### src/rtl/ctr_decrypt_stream.sv
`default_nettype none
// +--------------------------------------------------------------------------+
// | ctr_decrypt_stream: AES-256 CTR stream decryptor, one-block keystream     |
// | prefetch via external AES core. CTR_WRAP_ERR_EN adds sticky err output.   |
// | Rev 1.0                                                                   |
// +--------------------------------------------------------------------------+
module ctr_decrypt_stream #(
  parameter int CTR_WIDTH = 32,
  parameter int NB_W      = 8
) (
  input  logic            clk,
  input  logic            rst,
  input  logic            start,
  input  logic [127:0]    iv,
  input  logic [255:0]    key_i,
  input  logic [NB_W-1:0] num_blocks,
  input  logic            ct_valid,
  output logic            ct_ready,
  input  logic [127:0]    ct_data,
  output logic            pt_valid,
  input  logic            pt_ready,
  output logic [127:0]    pt_data,
  output logic            pt_last,
  output logic            aes_req,
  output logic [127:0]    aes_ctr,
  output logic [255:0]    aes_key,
  input  logic            aes_ack,
  input  logic [127:0]    aes_ks,
  output logic            busy,
  output logic            done
`ifdef CTR_WRAP_ERR_EN
  ,
  output logic            err
`endif
);

  typedef enum logic [1:0] {
    ST_IDLE  = 2'd0,
    ST_RUN   = 2'd1,
    ST_FLUSH = 2'd2
  } state_t;

  state_t            state_q, state_d;
  logic [127:0]      ctr_q, ctr_d;
  logic [255:0]      key_q, key_d;
  logic [NB_W-1:0]   gen_cnt_q, gen_cnt_d;
  logic [NB_W-1:0]   out_cnt_q, out_cnt_d;
  logic [127:0]      ks_q, ks_d;
  logic              ks_vld_q, ks_vld_d;
  logic              pt_valid_q, pt_valid_d;
  logic [127:0]      pt_data_q, pt_data_d;
  logic              pt_last_q, pt_last_d;
  logic              busy_q, busy_d;
  logic              done_q, done_d;

  logic              stall;
  logic [127:0]      ctr_inc;
  logic              aes_fire;
  logic              ct_fire;
  logic              pt_fire;

  // Only the low CTR_WIDTH bits count; the rest is a fixed nonce.
  generate
    if (CTR_WIDTH >= 128) begin : g_ctr_full
      assign ctr_inc = ctr_q + 128'd1;
    end else begin : g_ctr_part
      assign ctr_inc = {ctr_q[127:CTR_WIDTH], ctr_q[CTR_WIDTH-1:0] + CTR_WIDTH'(1)};
    end
  endgenerate

  assign aes_req  = (state_q == ST_RUN) && !ks_vld_q && (gen_cnt_q != '0);
  assign ct_ready = (state_q == ST_RUN) && ks_vld_q && (!pt_valid_q || pt_ready) && !stall;
  assign aes_fire = aes_req && aes_ack;
  assign ct_fire  = ct_valid && ct_ready;
  assign pt_fire  = pt_valid_q && pt_ready;

  assign aes_ctr  = ctr_q;
  assign aes_key  = key_q;
  assign pt_valid = pt_valid_q;
  assign pt_data  = pt_data_q;
  assign pt_last  = pt_last_q;
  assign busy     = busy_q;
  assign done     = done_q;

  always_comb begin
    state_d    = state_q;
    ctr_d      = ctr_q;
    key_d      = key_q;
    gen_cnt_d  = gen_cnt_q;
    out_cnt_d  = out_cnt_q;
    ks_d       = ks_q;
    ks_vld_d   = ks_vld_q;
    pt_valid_d = pt_valid_q;
    pt_data_d  = pt_data_q;
    pt_last_d  = pt_last_q;
    busy_d     = busy_q;
    done_d     = 1'b0;
    case (state_q)
      ST_IDLE: begin
        if (start) begin
          if (num_blocks != '0) begin
            state_d   = ST_RUN;
            ctr_d     = iv;
            key_d     = key_i;
            gen_cnt_d = num_blocks;
            out_cnt_d = num_blocks;
            ks_vld_d  = 1'b0;
            busy_d    = 1'b1;
          end else begin
            done_d = 1'b1;
          end
        end
      end
      ST_RUN: begin
        if (aes_fire) begin
          ks_d      = aes_ks;
          ks_vld_d  = 1'b1;
          gen_cnt_d = gen_cnt_q - NB_W'(1);
          ctr_d     = ctr_inc;
        end
        if (pt_fire) begin
          pt_valid_d = 1'b0;
          pt_last_d  = 1'b0;
        end
        // A new block may load in the same cycle the previous one drains.
        if (ct_fire) begin
          pt_data_d  = ct_data ^ ks_q;
          pt_valid_d = 1'b1;
          pt_last_d  = (out_cnt_q == NB_W'(1));
          out_cnt_d  = out_cnt_q - NB_W'(1);
          ks_vld_d   = 1'b0;
          if (out_cnt_q == NB_W'(1)) begin
            state_d = ST_FLUSH;
          end
        end
      end
      ST_FLUSH: begin
        if (pt_fire) begin
          pt_valid_d = 1'b0;
          pt_last_d  = 1'b0;
          busy_d     = 1'b0;
          done_d     = 1'b1;
          state_d    = ST_IDLE;
        end
      end
      default: state_d = ST_IDLE;
    endcase
  end

  always_ff @(posedge clk or posedge rst) begin
    if (rst) begin
      state_q    <= ST_IDLE;
      ctr_q      <= '0;
      key_q      <= '0;
      gen_cnt_q  <= '0;
      out_cnt_q  <= '0;
      ks_q       <= '0;
      ks_vld_q   <= 1'b0;
      pt_valid_q <= 1'b0;
      pt_data_q  <= '0;
      pt_last_q  <= 1'b0;
      busy_q     <= 1'b0;
      done_q     <= 1'b0;
    end else begin
      state_q    <= state_d;
      ctr_q      <= ctr_d;
      key_q      <= key_d;
      gen_cnt_q  <= gen_cnt_d;
      out_cnt_q  <= out_cnt_d;
      ks_q       <= ks_d;
      ks_vld_q   <= ks_vld_d;
      pt_valid_q <= pt_valid_d;
      pt_data_q  <= pt_data_d;
      pt_last_q  <= pt_last_d;
      busy_q     <= busy_d;
      done_q     <= done_d;
    end
  end

`ifdef CTR_WRAP_ERR_EN
  logic err_q, err_d;
  logic wrap_w;

  // Wrapping while more keystream is still owed would reuse counter values.
  assign wrap_w = &ctr_q[CTR_WIDTH-1:0];

  always_comb begin
    err_d = err_q;
    if (aes_fire && wrap_w && (gen_cnt_q > NB_W'(1))) begin
      err_d = 1'b1;
    end
  end

  always_ff @(posedge clk or posedge rst) begin
    if (rst) begin
      err_q <= 1'b0;
    end else begin
      err_q <= err_d;
    end
  end

  assign err   = err_q;
  assign stall = err_q;
`else
  assign stall = 1'b0;
`endif

endmodule
`default_nettype wire

### config.mk
export PLATFORM = sky130hd
export DESIGN_NAME = ctr_decrypt_stream
export DESIGN_NICKNAME = d
export VERILOG_FILES = /design/src/rtl/ctr_decrypt_stream.sv
export SDC_FILE = /design/constraint.sdc
export NUM_CORES = 2
export LEC_CHECK = 0
export ABC_CLOCK_PERIOD_IN_PS = 29700
export CORE_AREA = 2 2 461 463
export DETAILED_ROUTE_END_ITERATION = 12
export DIE_AREA = 0 0 463 465
export MAX_ROUTING_LAYER = met4
export SLEW_MARGIN = 20
export SYNTH_ARGS = -nofsm -noshare
export SYNTH_HDL_FRONTEND = slang
export SYNTH_SLANG_ARGS = --single-unit
### constraint.sdc
create_clock -name clk -period 29.7 [get_ports clk]
set_clock_uncertainty 0.05 [all_clocks]
set_input_delay 8.91 -clock clk [delete_from_list [all_inputs] [get_ports clk]]
set_output_delay 8.91 -clock clk [all_outputs]
set_load 0.05 [all_outputs]
After elaboration in Yosys (flattened, before gate mapping)
Cells that the tools add are included.

Flip-flop bits (word level): 663. Output and inout port bits: 518. Word-level logic and storage cells: 88.

$add $sub $neg: 3. Equal/unequal tests: 10. Muxes and demuxes: 35. Bitwise logic cells: 2. Reduce and logical (&&, ||, !) cells: 25.

Operator list (count): $mux 128 (2); $pmux 128 s2 (1); $xor 128x128->128 (1); $add 32x1->32 const B (1); $mux 32 (1); $mux 8 (4); $pmux 8 s2 (2); $reduce_and 4->1 (5); $reduce_bool 8->1 (2); $sub 8x1->8 const B (2); $mux 1 (14); $mux 2 (5); $ne 2x2->1 const B (5); $pmux 1 s2 (5); $eq 8x1->1 const B (1); $logic_and 1x1->1 (7); $pmux 2 s3 (1); $reduce_bool 2->1 (3); $reduce_and 5->1 (1); $reduce_and 2->1 (2); $ne 3x3->1 const B (1); $reduce_and 3->1 (1); $eq 2x1->1 const B (1); $eq 2x2->1 const B (1); other kinds (5) (6).

Depth between registers and ports, before layout
Depth in word-level cells: 7. Depth in mapped cells: 9. Gate-level depth less buffers: 7.

Worst setup path before layout
Ideal clock, no wire load.

Kind: in2out. Start: in pt_ready. End: out ct_ready. Data arrival time: 9329 ps. Required time: 20740 ps. Slack: 11411 ps. Cell stages on the path: 1. Path buffers: 0. Path through: o211a_1.

Cells in the longest elaborated chain, start to end: 2.

Ends and longest elaborated chain: from (decl) (RTL line 21) `input logic pt_ready,`; $logic_or 1x1->1 (RTL line 72) `assign ct_ready = (state_q == ST_RUN) && ks_vld_q && (!pt_valid_q || pt_ready) && !stall;`; $logic_and 1x1->1 (RTL line 72); to (decl) (RTL line 18) `output logic ct_ready,`.

Every way passes these cells.

Worst setup path after layout
Ends and elaborated chain as after synthesis.

==> results by group <==
Synth
  • Synth async-reset ratio: 100%
  • Synth warn: 0
  • Mapped cell area: 27,200 um2
  • Post-synth EDFFs: 0
  • Post-synthesis sequential area ratio: 60.9%
  • Synth area leader: dfrtp_1
  • Predominant post-synthesis flop cell: dfrtp_1
  • Netlist cell types: 64
  • Avg Inst Size Synth: 9.99 um2
  • Flop and latch count out of synthesis: 663
  • Most instantiated cells after synthesis: nand2_1, dfrtp_1, o21ai_0
  • Net Count, Synth: 3,389
  • Cells after Synth: 2,726
  • Synth top area cells: dfrtp_1, nand2_1, mux2_2
  • Most frequent cell after synthesis: nand2_1
  • Top-area cell type share of the netlist area: 60.9%

Floorplan
  • Die X: 463 um
  • Die height: 465 um
  • Area of the core: 211,000 um2
  • Die area: 215,000 um2
  • Io pins: 1,172
  • Rows: 169
  • Initial Utilization: 12.9%

STA
  • Worst-Margin Slew: 1080 ps
  • Final worst path period need: 19,770 ps
  • Endpoints failing hold: 0
  • Max Freq: 50.6 MHz
  • # setup viols final: 0
  • Slew Viols, Final: 0
  • Slew HR: 27.8%
  • Setup_tns: 0 ps
  • RSZ-0062 raised after global routing: no
  • Fin crit share: 66.6%

Power
  • Peak supply drop: 67.6 uV
  • Total power: 5880 uW
  • Static leakage: 0.0192 uW
  • Power density over the cells: 130 nW/um2

Setup path
  • Setup Crit Path Kind: input port to output port
  • CP top delay family: buffers and inverters
  • CP max stage delay: 1060 ps
  • Data required time of the worst path: 20,740 ps
  • Slowest-stage cell, CP: clkdlybuf4s50_1
  • Critical path capture point type: output port
  • Worst setup SP type: input port
  • Critical Path AT: 10,810 ps
  • Top cell by count, worst path: clkdlybuf4s50_1
  • Max FO, Critical Path: 5
  • Crit path cell chain: clkdlybuf4s50_1, o211a_1, clkdlybuf4s50_1
  • Crit path buf inv count: 2

Final layout
  • Layout cells sized above 1: 8.38%
  • Area grow syn2layout: 66.4%
  • Fin nets: 4,520

Clock tree
  • Num Clock Sinks: 663
  • Clock Latency Late Sink: 720 ps
  • H-tree depth: 3
  • CTS Hold Bufs: 0
  • Post-CTS Resized: 0
  • CTS max path bufs: 3
  • CTS Buf Count: 87
  • Post-CTS setup buffers: 0
  • CTS tree: done
  • CTS root buf: clkbuf_16
  • Clock-pin slew on the worst setup and hold paths: 60 ps

Place
  • DP HPWL: 137,000 um
  • Final GP Congestion: 0.936
  • Number of port buffers: 1,171

Run status
  • Status: complete, no violations

GRT
  • Vias in the first global route: 25,200
  • Largest net degree at the start of global routing: 216
  • Antenna violations before repair: 109
  • First-pass GRT wire length: 222,000 um
  • Total GRT Usage: 15.5%
  • Global route overflow: 0

Route
  • Final WL: 167,000 um
  • Total number of vias: 24,700
  • DRC violations left: 0
  • Post-route antenna net violation count: 0
  • Detailed Route Iter0 Violations: 1,795
  • DRT Pass-1 Iters: 5
  • Average wire per standard cell: 24.5 um
  • Vias per cell: 3.62

Worst hold path
  • Min-Delay Path Class: register to register

Flow run
  • Max_cap viols: 0
-- path summary, 6_finish.rpt --
path	startpoint	to	slack (ps)	cells after the start
hold / removal	aes_key[125]$_DFFE_PP0P_	aes_key[125]$_DFFE_PP0P_	420	2
setup / recovery	pt_ready	ct_ready	9930	3
hold reg to reg	aes_key[125]$_DFFE_PP0P_	aes_key[125]$_DFFE_PP0P_	420	2
max in group asynchronous	rst	ks_q[98]$_DFFE_PP0P_	17920	5
setup reg to reg	state_q[1]$_DFFE_PP0P_	ks_q[27]$_DFFE_PP0P_	24850	9
min in group asynchronous	rst	aes_key[94]$_DFFE_PP0P_	8680	2
-- tightest hold or removal path: cells and delay by family (launching register included) --
kind | cells | cell delay [ps]
simple gates | 2 | 100
flops | 1 | 340
-- cells by family after synthesis --
kind of cell               Yosys count  share of synthesized area [%]
AOI/OAI and AO/OA                  386                           8.44
xor gates and xnor gates           128                           4.12
adders and majority gates            9                          0.413
buffers and inverters              174                           2.68
DFF                                663                           60.9
muxes                              132                           5.45
and+or+nand+nor                   1234                           18.0
-- sequential cells by signal, indices dropped and copies added, names as in the netlist --
register and cells:
aes_key 256, aes_ctr 128, ks_q 128, pt_data 128, gen_cnt_q 8, out_cnt_q 8, state_q 2, busy 1
done 1, ks_vld_q 1, pt_last 1, pt_valid 1
-- per-stage QoR --
step / hold WS, ps / std cells / cell area (um2) / utilization [%] / setup slack [ps]
global placement: 407 / 6589 / 42100 / 20.0 / 9930
finish: 423 / 6808 / 45300 / 21.5 / 9930
global route: 444 / 6803 / 45300 / 21.5 / 9930
CTS: 427 / 6749 / 45200 / 21.4 / 9930
floorplan: 444 / 2726 / 27200 / - / 2160
detailed placement: 412 / 6589 / 42100 / 20.0 / 9940
-- cells in the final DEF, fill, tap and decap left out, types with 18 or more instances in the layout --
| cell type | Yosys | routed |
|---|---|---|
| nor2_1 | 33 | 32 |
| buf_4 | 0 | 23 |
| o21ai_0 | 241 | 241 |
| clkdlybuf4s50_1 | 0 | 1171 |
| o22a_1 | 23 | 23 |
| xnor2_1 | 128 | 128 |
| nand3_1 | 19 | 19 |
| a21oi_1 | 24 | 23 |
| clkbuf_8 | 0 | 24 |
| inv_1 | 20 | 18 |
| nand2_1 | 1113 | 1112 |
| dfrtp_1 | 663 | 663 |
| mux2_2 | 130 | 130 |
| a31oi_1 | 24 | 24 |
| diode_2 | 0 | 59 |
| clkbuf_16 | 0 | 88 |
-- where the power goes --
part,internal [uW],switching [uW]
logic,962,2140
registers,1330,311
clock network,676,462
total,2970,2910
-- layer usage --
layer  global-route usage (%)  up-vias  share of wire (%)  wire (um)
li1                         -    11300                  -          -
met4                     4.89        0                3.1       5250
met3                     8.47      216                 13      21900
met2                     22.9     1142                 43      71900
met1                     17.9    12000                 41      68000
met5                        -        -                  0          0
-- layout make-up --
| class | count | area [um2] |
|---|---|---|
| multi-input combinational | 1889 | 9970 |
| clock inverter | 38 | 484 |
| antenna | 59 | 148 |
| tap | 2821 | 3530 |
| clock buffer | 122 | 2570 |
| fill | 23100 | 166000 |
| timing repair buffer | 1196 | 11900 |
| inverter | 20 | 85.1 |
| sequential | 663 | 16600 |
(Power assumes the default switching activity.)
